`config.mk`:
```
export PLATFORM = sky130hd
export DESIGN_NAME = hex_loader
export DESIGN_NICKNAME = d
export VERILOG_FILES = /design/src/rtl/hex_loader.sv
export SDC_FILE = /design/constraint.sdc
export NUM_CORES = 1
export LEC_CHECK = 0
export CORE_ASPECT_RATIO = 0.5
export CORE_MARGIN = 3
export CORE_UTILIZATION = 49
export CTS_CLUSTER_DIAMETER = 200
export DETAILED_ROUTE_END_ITERATION = 10
export PLACE_DENSITY = 0.82
export SYNTH_ARGS = -nofsm -noshare
export SYNTH_HDL_FRONTEND = slang
export SYNTH_SLANG_ARGS = --single-unit
export TNS_END_PERCENT = 50
```
`constraint.sdc`:
```
create_clock -name clk_48 -period 2.1 [get_ports clk_48]
set_input_delay 0.315 -clock clk_48 [delete_from_list [all_inputs] [get_ports clk_48]]
set_output_delay 0.315 -clock clk_48 [all_outputs]
set_load 0.02 [all_outputs]
```
`src/rtl/hex_loader.sv`:
```
// hex_loader: serial hex-text loader for HERA command memory; HEX_LOADER_ECHO_EN adds an 8N1 echo transmitter on tx.
module hex_loader #(
    parameter int DATA_W = 16,
    parameter int ADDR_W = 10,
    parameter int OVS_DIV = 1250,
    parameter logic [DATA_W-1:0] END_WORD = '0,
    parameter int RES_CYCLES = 4096
) (
    input  logic              clk_48,
    input  logic              rst,
    input  logic              rd,
    input  logic              dtr,
    input  logic              rts,
    output logic              dsr,
    output logic              cd,
    output logic              cts,
    output logic              tx,
    output logic [DATA_W-1:0] data,
    output logic [ADDR_W-1:0] addr,
    output logic              wren,
    output logic              resout,
    output logic              frame_err
);
    localparam int OVS_W = $clog2(OVS_DIV + 1);
    localparam int ND = DATA_W / 4;
    localparam int NA = (ADDR_W + 3) / 4;
    localparam int AW4 = NA * 4;
    localparam int RES_W = $clog2(RES_CYCLES + 1);

    typedef enum logic [1:0] {R_IDLE, R_START, R_DATA, R_STOP} rx_t;
    typedef enum logic [1:0] {P_WORD, P_ADDR, P_DONE} ps_t;

    rx_t rx_state, rx_next;
    ps_t ps, ps_next;
    logic rd_s1, rd_s2, rd_s3, fall, tick, at_mid, at_end, byte_valid, is_hex;
    logic [OVS_W-1:0] ovs_cnt;
    logic [3:0] tick_cnt, dcnt, nib;
    logic [2:0] bit_cnt;
    logic [7:0] rx_shift;
    logic [DATA_W-1:0] wasm, wnext;
    logic [AW4-1:0] aasm, anext;
    logic [RES_W-1:0] res_cnt;

    assign dsr = dtr;
    assign cd = dtr;
    assign cts = rts;
    assign fall = rd_s3 & ~rd_s2;
    assign tick = ovs_cnt == OVS_W'(OVS_DIV - 1);

    always_ff @(posedge clk_48) begin
        if (rst) {rd_s1, rd_s2, rd_s3} <= 3'b111;
        else {rd_s1, rd_s2, rd_s3} <= {rd, rd_s1, rd_s2};
    end

    always_ff @(posedge clk_48) begin
        rx_state <= rst ? R_IDLE : rx_next;
    end

    always_comb begin
        rx_next = rx_state;
        case (rx_state)
            R_IDLE:  if (fall) rx_next = R_START;
            R_START: if (at_mid) rx_next = rd_s2 ? R_IDLE : R_DATA;
            R_DATA:  if (at_end && bit_cnt == 3'd7) rx_next = R_STOP;
            R_STOP:  if (at_end) rx_next = R_IDLE;
            default: rx_next = R_IDLE;
        endcase
    end

    always_comb begin
        at_mid = tick && tick_cnt == 4'd7;
        at_end = tick && tick_cnt == 4'd15;
    end

    // tick phase restarts on the start edge so samples land mid-bit
    always_ff @(posedge clk_48) begin
        if (rst) begin
            ovs_cnt <= '0;
            tick_cnt <= '0;
            bit_cnt <= '0;
            rx_shift <= '0;
            byte_valid <= 1'b0;
            frame_err <= 1'b0;
        end else begin
            ovs_cnt <= ((rx_state == R_IDLE && fall) || tick) ? '0 : ovs_cnt + 1'b1;
            tick_cnt <= (rx_next != rx_state) ? '0 : tick ? tick_cnt + 4'd1 : tick_cnt;
            if (rx_state == R_DATA && at_end) begin
                rx_shift <= {rd_s2, rx_shift[7:1]};
                bit_cnt <= bit_cnt + 3'd1;
            end
            byte_valid <= rx_state == R_STOP && at_end && rd_s2;
            frame_err <= rx_state == R_STOP && at_end && !rd_s2;
        end
    end

    always_comb begin
        is_hex = (rx_shift >= 8'h30 && rx_shift <= 8'h39) || (rx_shift >= 8'h41 && rx_shift <= 8'h46) ||
                 (rx_shift >= 8'h61 && rx_shift <= 8'h66);
        nib = rx_shift <= 8'h39 ? rx_shift[3:0] : rx_shift[3:0] + 4'd9;
        wnext = (wasm << 4) | DATA_W'(nib);
        anext = (aasm << 4) | AW4'(nib);
    end

    always_ff @(posedge clk_48) begin
        ps <= rst ? P_WORD : ps_next;
    end

    always_comb begin
        ps_next = ps;
        case (ps)
            P_WORD:  if (wren && data == END_WORD) ps_next = P_DONE;
                     else if (byte_valid && rx_shift == 8'h40) ps_next = P_ADDR;
            P_ADDR:  if (byte_valid && (!is_hex || dcnt == 4'(NA - 1))) ps_next = P_WORD;
            default: ps_next = ps;
        endcase
    end

    always_comb begin
        resout = !(ps == P_DONE && res_cnt != RES_W'(RES_CYCLES));
    end

    always_ff @(posedge clk_48) begin
        if (rst) begin
            data <= '0;
            addr <= '0;
            wren <= 1'b0;
            dcnt <= '0;
            wasm <= '0;
            aasm <= '0;
            res_cnt <= '0;
        end else begin
            wren <= 1'b0;
            if (wren) addr <= addr + 1'b1;
            if (ps == P_DONE && res_cnt != RES_W'(RES_CYCLES)) res_cnt <= res_cnt + 1'b1;
            if (byte_valid && ps != P_DONE) begin
                if (ps == P_WORD && is_hex) begin
                    wasm <= wnext;
                    dcnt <= dcnt == 4'(ND - 1) ? '0 : dcnt + 4'd1;
                    if (dcnt == 4'(ND - 1)) begin
                        data <= wnext;
                        wren <= 1'b1;
                    end
                end else if (ps == P_ADDR && is_hex) begin
                    aasm <= anext;
                    dcnt <= dcnt == 4'(NA - 1) ? '0 : dcnt + 4'd1;
                    if (dcnt == 4'(NA - 1)) addr <= anext[ADDR_W-1:0];
                end else begin
                    dcnt <= '0;
                end
            end
        end
    end

`ifdef HEX_LOADER_ECHO_EN
    localparam int BIT_CYC = 16 * OVS_DIV;
    localparam int BW = $clog2(BIT_CYC + 1);
    logic [7:0] hold;
    logic hold_full, tx_busy, tx_load;
    logic [9:0] tx_shift;
    logic [3:0] tx_bits;
    logic [BW-1:0] tx_div;

    assign tx_load = !tx_busy && hold_full;
    assign tx = tx_busy ? tx_shift[0] : 1'b1;

    // a byte arriving with the holding register still full is not echoed
    always_ff @(posedge clk_48) begin
        if (rst) begin
            hold <= '0;
            hold_full <= 1'b0;
            tx_busy <= 1'b0;
            tx_shift <= '1;
            tx_bits <= '0;
            tx_div <= '0;
        end else begin
            if (byte_valid && (!hold_full || tx_load)) begin
                hold <= rx_shift;
                hold_full <= 1'b1;
            end else if (tx_load) begin
                hold_full <= 1'b0;
            end
            if (tx_load) begin
                tx_shift <= {1'b1, hold, 1'b0};
                tx_busy <= 1'b1;
                tx_bits <= '0;
                tx_div <= '0;
            end else if (tx_busy) begin
                tx_div <= tx_div == BW'(BIT_CYC - 1) ? '0 : tx_div + 1'b1;
                if (tx_div == BW'(BIT_CYC - 1)) begin
                    tx_shift <= {1'b1, tx_shift[9:1]};
                    tx_bits <= tx_bits + 4'd1;
                    tx_busy <= tx_bits != 4'd9;
                end
            end
        end
    end
`else
    assign tx = 1'b1;
`endif
endmodule

```
* Yosys cells after proc, flatten, opt, wreduce, memory -nomap -nowiden
Index checks and enable logic that the tools add are counted. W data, S select, Z words.
Word-level totals: register bits 97, bits in latches 0, memory bits (writable) 0, bits in read-only memories 0, output and inout port bits 33, logic and storage cells 111, memories 0
Cells by class: $add $sub $neg 7, $mul 0, divide/modulo/power cells 0, order comparisons 6, eq/ne operators 17, shift operators 0, multiplexer cells 21, bitwise gates (word level) 6, reduce and logical (&&, ||, !) cells 36
Operators by type and width (count):
- $mux W10 | 5
- $mux W4 | 5
- $logic_and A1 B1 Y1 | 18
- $ge A8 B7 Y1 const B | 2
- $le A8 B7 Y1 const B | 2
- $logic_not A16 Y1 | 1
- $mux W2 | 8
- $or A16 B4 Y16 | 1
- $add A13 B1 Y13 const B | 1
- $ne A13 B13 Y1 const B | 1
- $add A11 B1 Y11 const B | 1
- $eq A11 B11 Y1 const B | 1
- $add A10 B1 Y10 const B | 1
- $or A10 B4 Y10 | 1
- $reduce_and A3 Y1 | 3
- $add A4 B1 Y4 const B | 2
- $eq A4 B2 Y1 const B | 2
- $eq A8 B7 Y1 const B | 1
- $ge A8 B6 Y1 const B | 1
- $le A8 B6 Y1 const B | 1
- $pmux W2 S4 | 1
- $eq A2 B2 Y1 const B | 3
- $add A4 B4 Y4 const B | 1
- $eq A2 B1 Y1 const B | 2
- 18 further kinds | 28

* Depth between registers and ports, before layout
depth in word-level cells 9, gate-level depth with buffers 8, mapped depth without buffers 7

* Worst setup path after synthesis
Ideal clock, no wire load.
kind register to register, start register rx_shift[0], end register data[12], arrival 2.023 ns, data required time 1.972 ns, path slack -0.050 ns, cell stages (with the launch flop) 9, buffers on the path 1, period minus slack after synthesis 2.150 ns, cell sequence dfxtp_1 inv_1 ha_1 nor4b_1 or3_4 nor3_4 buf_6 mux2i_1 nor2_1
On the way: cells in the longest elaborated chain, start to end 6, elaborated cells on any way between the ends 13
RTL lines:
- start, declared | RTL line 39 | logic [7:0] rx_shift;
- start signal, assigned | RTL line 88 | rx_shift <= {rd_s2, rx_shift[7:1]};
- $ge A8 B6 Y1, or another cell as far along | RTL line 97 | is_hex = (rx_shift >= 8'h30 && rx_shift <= 8'h39) || (rx_shift >= 8'h41 && rx_shift <= 8'h46) ||
- $logic_and A1 B1 Y1 | RTL line 97
- $logic_or A1 B1 Y1 | RTL line 97
- $logic_or A1 B1 Y1 (*) | RTL line 97
- $logic_and A1 B1 Y1 (*) | RTL line 136 | if (ps == P_WORD && is_hex) begin
- $reduce_and A3 Y1 (no source line) (*)
- end signal, assigned | RTL line 140 | data <= wnext;
- end, declared | RTL line 18 | output logic [DATA_W-1:0] data,
Every way passes the cells marked *; elsewhere a longest branch is shown, timed or not. A chain may end at the register's enable or synchronous reset.

* Worst setup path in the final report
start register rx_shift[0], end register dcnt[2]
On the way: cells in the longest elaborated chain, start to end 7, elaborated cells on any way between the ends 15
RTL lines:
- $ge A8 B6 Y1, or another cell as far along | RTL line 97
- $logic_and A1 B1 Y1 | RTL line 97
- $logic_or A1 B1 Y1 | RTL line 97
- $logic_or A1 B1 Y1 (*) | RTL line 97
- $logic_and A1 B1 Y1 | RTL line 143 | end else if (ps == P_ADDR && is_hex) begin
- $mux W4 | RTL line 143
- $mux W4 (*) | RTL line 136
- end signal, assigned | RTL line 138 | dcnt <= dcnt == 4'(ND - 1) ? '0 : dcnt + 4'd1;
- end signal, assigned | RTL line 145 | dcnt <= dcnt == 4'(NA - 1) ? '0 : dcnt + 4'd1;
- end, declared | RTL line 37 | logic [3:0] tick_cnt, dcnt, nib;
Marks and branches as above.

==> results_dict.tcl <==
set metrics [dict create \
    drv_cap 0 \
    reg2reg_slack_ns 0.09 \
    n_antenna_cell 0 \
    status "complete, no violations" \
    port_buffers 31 \
    hp-class "in -> reg" \
    ys_warn_count 0 \
    fp.dieArea_sq_um 10100 \
    skew_ns 0.00826 \
    area_growth_pct 20.3 \
    regToRegStartpoint "rx_shift[0]" \
    vias_per_cell 5.26 \
    worst_slack_ns 0.0933 \
    grt_pass1_vias 3127 \
    worstSetupStartpointType "flop" \
    whs_ns 0.309 \
    finalSetupViolations 0 \
    min_from "rst" \
    post_dp_cell_area_sq_um 4850 \
    critical_path.cell_chain "inv_1 -> ha_1 -> nor4b_1 -> or3_4 -> or4_1 -> o21bai_1 -> a21o_1" \
    nets 539 \
    io_pins 38 \
    ys_ff_latch 97 \
    cts_buffers 9 \
    antenna_found_initial 0 \
    detail_route.wl_per_cell_um 13.4 \
    drtIter0Drc 181 \
    fin_area_sq_um 5200 \
    post-place-ws_ns 0.108 \
    post_layout_nonfiller_instances 637 \
    coreArea_sq_um 8290 \
    critPathArrivalTime_ns 2.29 \
    finalCritPeriodShare_pct 95.6 \
    synth_seq_area_share_pct 44.9 \
    drt_pass1_iterations 4 \
    maxSlewViolCount 0 \
    synth_cells 481 \
    path_buf_inv 1 \
    leakagePower_nw 2.02 \
    critPathMaxFanout 3 \
    track_usage_pct 17.1 \
    gp_congestion 0.814 \
    final_common_cell "dfxtp_1" \
    hold_path_depth 2 \
    worst_path_max_delay_cell "or4_1" \
    clk_latency_ns 0.34 \
    synth_edf_count 0 \
    final_cell_mix "dfxtp_1 (95), nor2_1 (81), nand2_1 (39)" \
    reg2reg_depth 7 \
    gr-total-overflow 0 \
    whs_endpoint "bit_cnt[0]" \
    crit_family "simple AND/OR/NAND/NOR gates" \
    placedCellCount 621 \
    dieWidth_um 139 \
    ys_dominant_reg_cell "dfxtp_1" \
    hold_buffers 0 \
    max_freq_mhz 498 \
    r2r-end "dcnt[2]" \
    cts_setup_buffers 0 \
    crit_type "reg -> reg" \
    path_clk_slew_ns 0.06 \
    drive_gt1_share_pct 10.3 \
    die_h_um 72.4 \
    wirelength_um 8530 \
    drc 0 \
    slowest_delay_ns 0.54 \
    ir_drop_uv 519 \
    min_period_ns 2.01 \
    rsz0062_at_grt "true" \
    clk_path_buf_depth 2 \
    synth.cell_area_sq_um 4320 \
    ys_types 49 \
    num_vias 3352 \
    start_util_pct 52.2 \
    hold_viol 0 \
    htreeDepth 3 \
    synth_area_per_cell_sq_um 8.99 \
    p_per_area_nw_per_um2 709 \
    cts_tree "built" \
    cts_num_sinks 97 \
    postSynth.asyncResetShare_pct 0 \
    core.rowCount 23 \
    grt_pass1_wl_um 14200 \
    root_buffer "clkbuf_16" \
    hpwl_um 5820 \
    cp-end-kind "flop" \
    synth_fp_nets 500 \
    ant_nets 0 \
    grt_max_degree 28 \
    crit_required_ns 2.39 \
]
-- Yosys cell counts (all sizes together) (10+ instances only) --
cell	count	share of area, %
dfxtp	97	45
nor2	81	7.0
nor3	13	1.9
nand2	39	3.4
a21oi	21	2.4
inv	14	1.2
clkbuf	17	1.5
xor2	18	3.6
nand4	10	1.4
nand3	19	2.2
xnor2	16	3.2
a211oi	11	1.9
mux2i	37	8.6
ha	14	4.1
-- registers in the layout, indices dropped and copies added (netlist names), 4 cells and up --
| signal | flops |
|---|---|
| rx_shift | 8 |
| data | 16 |
| tick_cnt | 4 |
| wasm | 12 |
| aasm | 6 |
| addr | 10 |
| res_cnt | 13 |
| dcnt | 4 |
| ovs_cnt | 11 |
-- cell type report --
class | instances | area, sq um
tap | 112 | 140
inverter | 14 | 52.6
clock buffer | 9 | 225
fill | 659 | 3090
clock inverter | 7 | 100
multi-input combinational | 346 | 2240
sequential | 97 | 1940
timing repair buffer | 52 | 500
-- power by group --
group          internal [W]  switching, W   total, W
clock network       0.00106      0.000712    0.00177
logic             0.0000202     0.0000435  0.0000637
registers           0.00185    0.00000731    0.00185
total               0.00292      0.000763    0.00369
-- per-layer routing --
metal	vias to the layer above	share of wire [%]	track usage, %
met2	51	47	28.8
met1	1552	48	21.5
met3	13	3.9	5.07
met4	0	1.2	5.31
met5	-	0	0
li1	1736	-	-
-- worst register-to-register path, cell delays in order, from the launching register on --
cell      delay, ns
dfxtp_2        0.34
inv_1          0.04
ha_1           0.20
nor4b_1        0.17
or3_4          0.40
or4_1          0.54
o21bai_1       0.15
a21o_1         0.12
-- logic make-up (layout without fill, tap and decap cells) --
logic type                 Yosys count  count (layout)  share of synthesized area (%)
DFF                                 97              97                           44.9
buffers and inverters               38              82                           3.88
xor gates and xnor gates            34              34                           6.89
other                                1               1                         0.0867
AOI/OAI and AO/OA                   50              50                           7.41
and+or+nand+nor                    209             209                           24.0
adders and majority gates           14              14                           4.05
muxes                               38              38                           8.83
-- worst max path at each step --
stage                           start       end  slack (ns)  cells after the start
after global routing      rx_shift[1]   dcnt[2]       -0.03                      7
final                     rx_shift[0]   dcnt[2]        0.09                      7
after floorplan           rx_shift[1]  data[12]        0.03                      8
after CTS                  res_cnt[1]    resout        0.06                      6
after global placement    rx_shift[0]   dcnt[2]        0.15                      7
after detailed placement  rx_shift[0]   dcnt[2]        0.11                      7
-- timing repair --
action,CTS,global route
setup endpoints to repair,1,17
pin swaps,0,1
resized for setup,1,6
-- stage by stage --
stage,TNS [ns],power (W),util [%]
floorplan,0,0.00195,-
global placement,0,0.00196,58.5
detailed placement,0,0.00196,58.5
CTS,0,0.00371,62.4
global route,-0.0281,0.00381,62.8
finish,0,0.00369,62.8
No activity file was read; power rests on OpenSTA's default activity.
